--- config.mk ---
export PLATFORM = sky130hd
export DESIGN_NAME = irq_timer_bank
export DESIGN_NICKNAME = d
export VERILOG_FILES = /design/src/rtl/irq_timer_bank.sv
export SDC_FILE = /design/constraint.sdc
export NUM_CORES = 1
export LEC_CHECK = 0
export BUFFER_PORTS_ARGS = -buffer_cell sky130_fd_sc_hd__buf_2
export CAP_MARGIN = 20
export CORE_MARGIN = 2
export CORE_UTILIZATION = 50
export CTS_CLUSTER_SIZE = 25
export DETAILED_ROUTE_END_ITERATION = 8
export GPL_ROUTABILITY_DRIVEN = 0
export PLACE_DENSITY = 0.69
export REMOVE_ABC_BUFFERS = 1
export SLEW_MARGIN = 15
export SYNTH_ARGS = -nofsm -noshare
export SYNTH_HDL_FRONTEND = slang
export SYNTH_SLANG_ARGS = --single-unit
--- constraint.sdc ---
create_clock -name clk -period 4.4 [get_ports clk]
set_input_delay 0.44 -clock clk [delete_from_list [all_inputs] [get_ports clk]]
set_output_delay 0.44 -clock clk [all_outputs]
set_load 0.1 [all_outputs]
--- src/rtl/irq_timer_bank.sv ---
// irq_timer_bank: bank of periodic/one-shot timers with pending latches,
// fixed-priority interrupt id and saturating missed-tick counters.
module irq_timer_bank #(
    parameter int                NUM_CH    = 4,
    parameter int                CNT_W     = 16,
    parameter int                MISS_W    = 4,
    parameter int                RESET_LIM = 6249,
    parameter logic [NUM_CH-1:0] RESET_EN  = NUM_CH'(1),
    localparam int               CH_W      = (NUM_CH > 1) ? $clog2(NUM_CH) : 1
) (
    input  logic              clk,
    input  logic              reset,
    input  logic              cfg_we,
    input  logic [CH_W-1:0]   cfg_ch,
    input  logic [CNT_W-1:0]  cfg_lim,
    input  logic              cfg_en,
    input  logic              cfg_oneshot,
    input  logic [NUM_CH-1:0] ack,
    input  logic              miss_clr,
    output logic [NUM_CH-1:0] irq_pending,
    output logic              ei_req,
    output logic [CH_W-1:0]   irq_id,
    output logic [MISS_W-1:0] rd_missed
);
    logic [CNT_W-1:0]  lim_q    [NUM_CH];
    logic [CNT_W-1:0]  lim_d    [NUM_CH];
    logic [CNT_W-1:0]  cnt_q    [NUM_CH];
    logic [CNT_W-1:0]  cnt_d    [NUM_CH];
    logic [MISS_W-1:0] missed_q [NUM_CH];
    logic [MISS_W-1:0] missed_d [NUM_CH];
    logic [NUM_CH-1:0] en_q, en_d, oneshot_q, oneshot_d, pending_q, pending_d;
    logic [NUM_CH-1:0] tick, wr_sel, clr_sel;
    logic [MISS_W-1:0] rd_missed_q, rd_missed_d;
    logic              ch_ok;

    assign ch_ok = int'(cfg_ch) < NUM_CH;

    // A tick coinciding with a config write to the same channel is dropped.
    always_comb begin
        for (int c = 0; c < NUM_CH; c++) begin
            wr_sel[c]    = cfg_we & ch_ok & (int'(cfg_ch) == c);
            clr_sel[c]   = miss_clr & ch_ok & (int'(cfg_ch) == c);
            tick[c]      = en_q[c] & (cnt_q[c] == lim_q[c]) & ~wr_sel[c];
            cnt_d[c]     = (wr_sel[c] | ~en_q[c] | tick[c]) ? '0 : cnt_q[c] + 1'b1;
            lim_d[c]     = wr_sel[c] ? cfg_lim : lim_q[c];
            en_d[c]      = wr_sel[c] ? cfg_en : en_q[c] & ~(tick[c] & oneshot_q[c]);
            oneshot_d[c] = wr_sel[c] ? cfg_oneshot : oneshot_q[c];
            pending_d[c] = ~ack[c] & (tick[c] | pending_q[c]);
            missed_d[c]  = clr_sel[c] ? '0 :
                           (tick[c] & (pending_q[c] | ack[c]) & ~&missed_q[c]) ? missed_q[c] + 1'b1 :
                           missed_q[c];
        end
        rd_missed_d = ch_ok ? missed_q[cfg_ch] : '0;
    end

    always_comb begin
        irq_id = '0;
        for (int c = NUM_CH - 1; c >= 0; c--)
            if (pending_q[c]) irq_id = CH_W'(c);
    end

    assign irq_pending = pending_q;
    assign ei_req      = |pending_q;
    assign rd_missed   = rd_missed_q;

    always_ff @(posedge clk or posedge reset) begin
        if (reset) begin
            for (int c = 0; c < NUM_CH; c++) begin
                lim_q[c]    <= CNT_W'(RESET_LIM);
                cnt_q[c]    <= '0;
                missed_q[c] <= '0;
            end
            en_q        <= RESET_EN;
            oneshot_q   <= '0;
            pending_q   <= '0;
            rd_missed_q <= '0;
        end else begin
            for (int c = 0; c < NUM_CH; c++) begin
                lim_q[c]    <= lim_d[c];
                cnt_q[c]    <= cnt_d[c];
                missed_q[c] <= missed_d[c];
            end
            en_q        <= en_d;
            oneshot_q   <= oneshot_d;
            pending_q   <= pending_d;
            rd_missed_q <= rd_missed_d;
        end
    end
endmodule

==> results of run 1 <==
## power by group through the flow
stage               sequential [mW]  combinational [mW]  clock [mW]
floorplan                      1.73               0.305           0
detailed placement             1.77               0.394           0
finish                         1.74               0.392        1.43
global route                   1.76               0.438        1.52
global placement               1.76               0.380           0
CTS                            1.74               0.398        1.46
## Yosys cell counts (7+ instances only)
| master | instances |
|---|---|
| clkbuf_1 | 8 |
| nand2_1 | 89 |
| and4_1 | 7 |
| nand2b_1 | 7 |
| inv_1 | 10 |
| dfstp_2 | 25 |
| dfrtp_1 | 135 |
| and3_1 | 8 |
| mux2i_1 | 9 |
| nor2_1 | 83 |
| nand3_1 | 27 |
| ha_1 | 8 |
| mux2_2 | 52 |
| and2_1 | 9 |
| o21ai_0 | 9 |
| nand4_1 | 27 |
| xnor2_1 | 52 |
| xor2_1 | 68 |
## cells in the final DEF, fill, tap and decap left out, types with 9 or more instances in the layout
| master | n |
|---|---|
| mux2i_1 | 9 |
| inv_1 | 9 |
| mux2_2 | 52 |
| o21ai_0 | 9 |
| nand3_1 | 27 |
| clkbuf_16 | 17 |
| buf_2 | 38 |
| nor2_1 | 83 |
| dfstp_2 | 25 |
| xnor2_1 | 52 |
| nand4_1 | 27 |
| nand2_1 | 89 |
| xor2_1 | 68 |
| and2_1 | 9 |
| dfrtp_1 | 135 |
## final cells by class
class                      count  area (µm²)  share of cell area (%)
clock buffer                  17         425                    4.93
sequential                   160        4040                    46.7
tap                          188         235                    2.72
timing repair buffer          40         205                    2.38
multi-input combinational    512        3550                    41.1
clock inverter                15         148                    1.71
inverter                      10        42.5                   0.493
## through the flow
step	std cells	TNS, ns	util (%)	hold slack (ns)
2_1_floorplan	682	-43.00	-	0.446
3_3_place_gp	910	0	53.2	0.459
3_5_place_dp	910	0	53.2	0.464
4_1_cts	942	0	57.0	0.153
5_1_grt	942	0	57.0	0.160
6_report	942	0	57.0	0.126
## worst max-delay path, delay by kind of cell, from the launching register on
family,cells,cell delay (ns)
DFF,1,0.44
xor gates and xnor gates,1,0.19
and+or+nand+nor,4,1.40
## path summary, 6_finish.rpt
| path | start | end | slack [ns] |
|---|---|---|---|
| max in group asynchronous | reset | lim_q[0]$_DFFE_PP1P_ | 3.17 |
| hold reg to reg | lim_q[60]$_DFFE_PP1P_ | lim_q[60]$_DFFE_PP1P_ | 0.48 |
| setup reg to reg | cnt_q[7]$_DFF_PP0_ | cnt_q[6]$_DFF_PP0_ | 2.23 |
| hold / removal | reset | missed_q[2]$_DFFE_PP0P_ | 0.13 |
| setup / recovery | cnt_q[7]$_DFF_PP0_ | cnt_q[6]$_DFF_PP0_ | 2.23 |
| min in group clk | ack[2] | irq_pending[2]$_DFF_PP0_ | 0.17 |
## metal layers
metal / part of all wire [%] / up-vias / track usage, % / routed length (µm)
met5: 0 / - / 0 / 0
met4: 1.4 / 0 / 6.85 / 220
met3: 3.3 / 18 / 4.55 / 537
met2: 49 / 74 / 34.1 / 7930
met1: 46 / 2600 / 28.0 / 7360
li1: - / 2457 / - / -
## sequential cells by signal, indices dropped and copies added, names as in the netlist
signal / cells
missed_q: 16
lim_q: 64
irq_pending: 4
oneshot_q: 4
en_q: 4
cnt_q: 64
rd_missed: 4
## kinds of logic (layout without fill, tap and decap cells)
logic type,count (synthesis),after routing,synth area share [%]
adder cells (fa/ha/maj),8,8,1.30
multiplexers,65,65,9.93
AO/OA/AOI/OAI,30,30,2.48
buffers and inverters,30,82,1.74
XOR/XNOR,120,120,13.6
flip-flops,160,160,52.3
AND/OR/NAND/NOR,289,289,18.6
==> metrics.md, run 1 <==
| Metric | Value |
|---|---|
| Status | completed |
| FF+latch count, synth | 160 |
| Die height | 128 µm |
| Startpoint types | flop |
| CTS-repair resized insts | 0 |
| Critical Path AT | 2.46 ns |
| Critical Path, Cell by Cell | xor2_1 -> nor4_1 -> nand4_1 -> nand3_1 -> nor2_1 |
| Syn Area/Cell | 11.0 µm² |
| Initial drt markers | 346 |
| Area leader, netlist | dfrtp_1 |
| Routed wire length per instance | 17.0 µm |
| WP data required | 4.69 ns |
| Worst-path clk slew | 0.07 ns |
| Row cnt | 45 |
| Internal power | 2.61 mW |
| TritonCTS buffer count | 17 |
| Vias per cell | 5.47 |
| Clock share of power | 40.2% |
| Gr usage total | 20.9% |
| CP max FO | 16 |
| DR pass1 iterations | 4 |
| Die Span X | 128 µm |
| DRC viols | 0 |
| DRT antenna net count | 0 |
| Crit path largest cell delay | 0.53 ns |
| Most used flip-flop cell after synthesis | dfrtp_1 |
| Via count | 5149 |
| Number of global-route vias before repair | 5143 |
| Gate Count Post-Synth | 702 |
| Design area | 8640 µm² |
| CTS tree | built |
| Initial antenna violation count | 0 |
| Async set-or-reset flop fraction in the synthesized netlist | 100% |
| Dpl ws | 1.79 ns |
| EDFF count, synth | 0 |
| Kind of critical path | reg -> reg |
| Max VDD drop | 294 µV |
| NetSw | 0.951 mW |
| Worst-case reg-to-reg path depth | 5 |
| Max-Cap Viols | 0 |
| CTS Buffer Depth | 2 |
| Worst skew pair latency | 0.43 ns |
| Sw Ratio | 26.7% |
| Clk root buf | clkbuf_16 |
| Worst slew pin tran | 1.03 ns |
| Hold buffers post-CTS | 0 |
| Placed wire-length estimate | 11.5 mm |
| Sequential area share after synthesis | 52.3% |
| Final setup vio count | 0 |
| Global-route wire length before repair | 26.3 mm |
| Synth top area cells | dfrtp_1 44%, dfstp_2 8.5%, xor2_1 7.7% |
| Largest net degree at the start of global routing | 84 |
| PortBufs | 38 |
| Tcrit/Tclk final | 49.4% |
| Comb pwr share | 11.0% |
| Total power | 3.57 mW |
| Hold Path Class | in -> async |
| Sink Count | 160 |
| Rel. slew slack | 31.4% |
| Final #Nets | 777 |
| GR Overflow Total | 0 |
| Worst setup margin | 2.23 ns |
| Minimum clock period | 2.17 ns |
| Slew Limit Fails | 0 |
| Setup Buffers After CTS | 0 |
| Placed cell areas | 8060 µm² |
| Ant. Diodes | 0 |
| Sequential share of power | 48.8% |
| IO Pins | 39 |
| P_leak | 3.92 nW |
| Ratio of cells with drive above 1 in the final layout | 22.0% |
| DRT Wirelength | 16.0 mm |
| Yosys top cell area share | 43.8% |
| DIE AREA | 16400 µm² |
| Post-synth cell types | 47 |
| Fillers | 1244 |
| Final Hold Fails | 0 |
| Crit. End Element | flop |
| Achievable frequency | 460 MHz |
| Syn. warnings | 0 |
| Area delta synth->final | 12.0% |
| RSZ-0062 raised after global routing | no |
| Slowest stage cell, crit path | nand3_1 |
| H-tree depth | 4 |
| Power Density | 413 nW/µm² |
| Core ar. | 15100 µm² |
| Post-Syn Area | 7710 µm² |
| Initial Util | 50.9% |
| Worst Clk Skew | 0.00637 ns |
Power figures use the tool's default switching activity.
==> run 2: changes to the inputs <==
--- a/config.mk
+++ b/config.mk
@@ -12,7 +12,7 @@
 export CTS_CLUSTER_SIZE = 25
 export DETAILED_ROUTE_END_ITERATION = 8
 export GPL_ROUTABILITY_DRIVEN = 0
-export PLACE_DENSITY = 0.69
+export PLACE_DENSITY = 0.66
 export REMOVE_ABC_BUFFERS = 1
 export SLEW_MARGIN = 15
 export SYNTH_ARGS = -nofsm -noshare
==> constraint.sdc (replaced) <==
create_clock -name clk -period 2.1 [get_ports clk]
set_input_delay 0.21 -clock clk [delete_from_list [all_inputs] [get_ports clk]]
set_output_delay 0.21 -clock clk [all_outputs]
set_load 0.1 [all_outputs]
==> metrics.md, run 2 (same netlist as run 1, synthesis figures left out) <==
| Metric | Value |
|---|---|
| Minimum clock period | 1.97 ns (-0.198 ns) |
| Finished Layout Cells | 960 (+1.9%) |
| CTS Buffer Depth | 2 (unchanged) |
| Critical Path AT | 2.31 ns (-0.15 ns) |
| GR Overflow Total | 0 (unchanged) |
| Number of global-route vias before repair | 5298 (+3.0%) |
| DRT Wirelength | 16.7 mm (+3.9%) |
| DR pass1 iterations | 4 (unchanged) |
| Initial Util | 50.9% (unchanged) |
| Row cnt | 45 (unchanged) |
| Dpl cells | 922 (+1.3%) |
| Worst setup margin | 0.127 ns (-2.10 ns) |
| CP max FO | 6 (-10) |
| Rel. slew slack | 56.4% (+25 points) |
| Slew Limit Fails | 0 (unchanged) |
| WP data required | 2.44 ns (-2.25 ns) |
| Max-Cap Viols | 0 (unchanged) |
| Clk root buf | clkbuf_16 |
| Total power | 7.51 mW (+110%) |
| Initial antenna violation count | 0 (unchanged) |
| Worst-case reg-to-reg path depth | 5 (unchanged) |
| Max VDD drop | 685 µV (+130%) |
| TritonCTS buffer count | 17 (unchanged) |
| Crit. End Element | flop |
| Worst-path clk slew | 0.07 ns (about the same) |
| Die height | 128 µm (unchanged) |
| Commonest non-fill, non-tap cells in the layout | 135 x dfrtp_1, 89 x nand2_1, 83 x nor2_1 |
| Initial drt markers | 403 (+16%) |
| RSZ-0062 raised after global routing | no |
| Power Density | 851 nW/µm² (+110%) |
| P_leak | 4.01 nW (+2.2%) |
| Worst skew pair latency | 0.43 ns (about the same) |
| DIE AREA | 16400 µm² (unchanged) |
| Commonest non-fill, non-tap cell in the layout | dfrtp_1 |
| Fillers | 1248 (+0.32%) |
| PortBufs | 38 (unchanged) |
| Gr usage total | 21.6% (+0.71 points) |
| WHS | 0.0306 ns (-0.0959 ns) |
| Startpoint types | flop |
| Final Hold Fails | 0 (unchanged) |
| Final #Nets | 795 (+2.3%) |
| IO Pins | 39 (unchanged) |
| Top Registers | cnt_q: 64 flops, lim_q: 64 flops, missed_q: 16 flops |
| Worst r2r src | cnt_q[7]$_DFF_PP0_ |
| Worst slew pin tran | 0.652 ns (-0.374 ns) |
| Largest net degree at the start of global routing | 56 (-33%) |
| CTS tree | built |
| DRT antenna net count | 0 (unchanged) |
| H-tree depth | 4 (unchanged) |
| Hold Path Class | in -> reg |
| Dpl ws | 0.128 ns (-1.66 ns) |
| Die Span X | 128 µm (unchanged) |
| Kind of critical path | reg -> reg |
| Worst Clk Skew | 0.00904 ns (+0.00268 ns) |
| Ant. Diodes | 0 (unchanged) |
| Final setup vio count | 0 (unchanged) |
| Crit path capture | missed_q[0]$_DFFE_PP0P_ |
| Tcrit/Tclk final | 94.0% (+45 points) |
| Achievable frequency | 507 MHz (+10%) |
| Sink Count | 160 (unchanged) |
| Vias per cell | 5.36 (-1.9%) |
| Core ar. | 15100 µm² (unchanged) |
| Via count | 5150 (+0.019%) |
| Final setup TNS | 0 ns (unchanged) |
| DRC viols | 0 (unchanged) |
| Ratio of cells with drive above 1 in the final layout | 23.1% (+1.0 points) |
| Reg2reg setup slack | 0.13 ns (-2.10 ns) |
| Global-route wire length before repair | 27.2 mm (+3.3%) |
| Area delta synth->final | 14.3% |
| Routed wire length per instance | 17.4 µm (+2.0%) |
| Status | completed |
| Setup crit start | cnt_q[7]$_DFF_PP0_ |
| FF-to-FF End | missed_q[0]$_DFFE_PP0P_ |
| Placed wire-length estimate | 11.8 mm (+2.4%) |
[run 2: changes by cell type in the layout (fill, tap and decap cells not counted), moves of 2 or more]
| cell | change |
|---|---|
| buf_12 | +2 |
| clkbuf_8 | +3 |
| clkinv_4 | -2 |
| buf_4 | +11 |
| dlygate4sd3_1 | +5 |
| inv_6 | -3 |
| clkbuf_1 | +2 |
[run 2: report_power, final]
part           switching [mW]  internal (mW)  total, mW
clock                    1.26           1.74       3.00
sequential              0.219           3.43       3.65
combinational           0.448          0.419      0.867
total                    1.93           5.58       7.51
[run 2: repair_timing]
item / 4_1_cts / 5_1_grt
resized for setup: 0 / 1
endpoints found under the setup margin: 0 / 1
setup buffers: 0 / 1
hold endpoints to repair: 43 / 0
hold buffers: 5 / 0
[run 2: worst min-delay path by stage]
stage                     depth (start not counted)                        to        from  slack [ns]
after floorplan                                   1  irq_pending[2]$_DFF_PP0_      ack[2]        0.27
after global placement                            2   missed_q[2]$_DFFE_PP0P_       reset        0.31
after detailed placement                          2   missed_q[1]$_DFFE_PP0P_       reset        0.30
after CTS                                         3     lim_q[51]$_DFFE_PP1P_  cfg_lim[3]        0.02
after global routing                              3     lim_q[51]$_DFFE_PP1P_  cfg_lim[3]        0.02
final                                             3     lim_q[51]$_DFFE_PP1P_  cfg_lim[3]        0.03
[run 2: through the flow]
step / instance area (µm²) / util [%]
after floorplan: 7620 / -
after global placement: 8180 / 54.0
after detailed placement: 8180 / 54.0
after CTS: 8800 / 58.1
after global routing: 8820 / 58.2
final: 8820 / 58.2
[run 2: cell type report]
cell class              instances  area (µm²)  share of cell area, %
flip-flops and latches        160        4040                   45.8
repair buffers                 58         378                   4.29
clock inverters                10         100                   1.14
multi-input cells             512        3550                   40.3
clock buffers                  22         474                   5.38
well taps                     188         235                   2.67
inverters                      10        42.5                  0.482
[run 2: worst max-delay path, cell delays in order, from the launching register on]
cell	delay, ns
dfrtp_1	0.44
xor2_1	0.18
nor4_1	0.40
nand4_1	0.29
or3_1	0.37
a21boi_0	0.21
[run 2: layer usage]
metal	vias up	GRT usage [%]	share of wire [%]
li1	2501	-	-
met2	54	35.5	49
met5	-	0	0
met4	0	6.08	1.0
met1	2578	28.9	47
met3	17	5.01	3.0
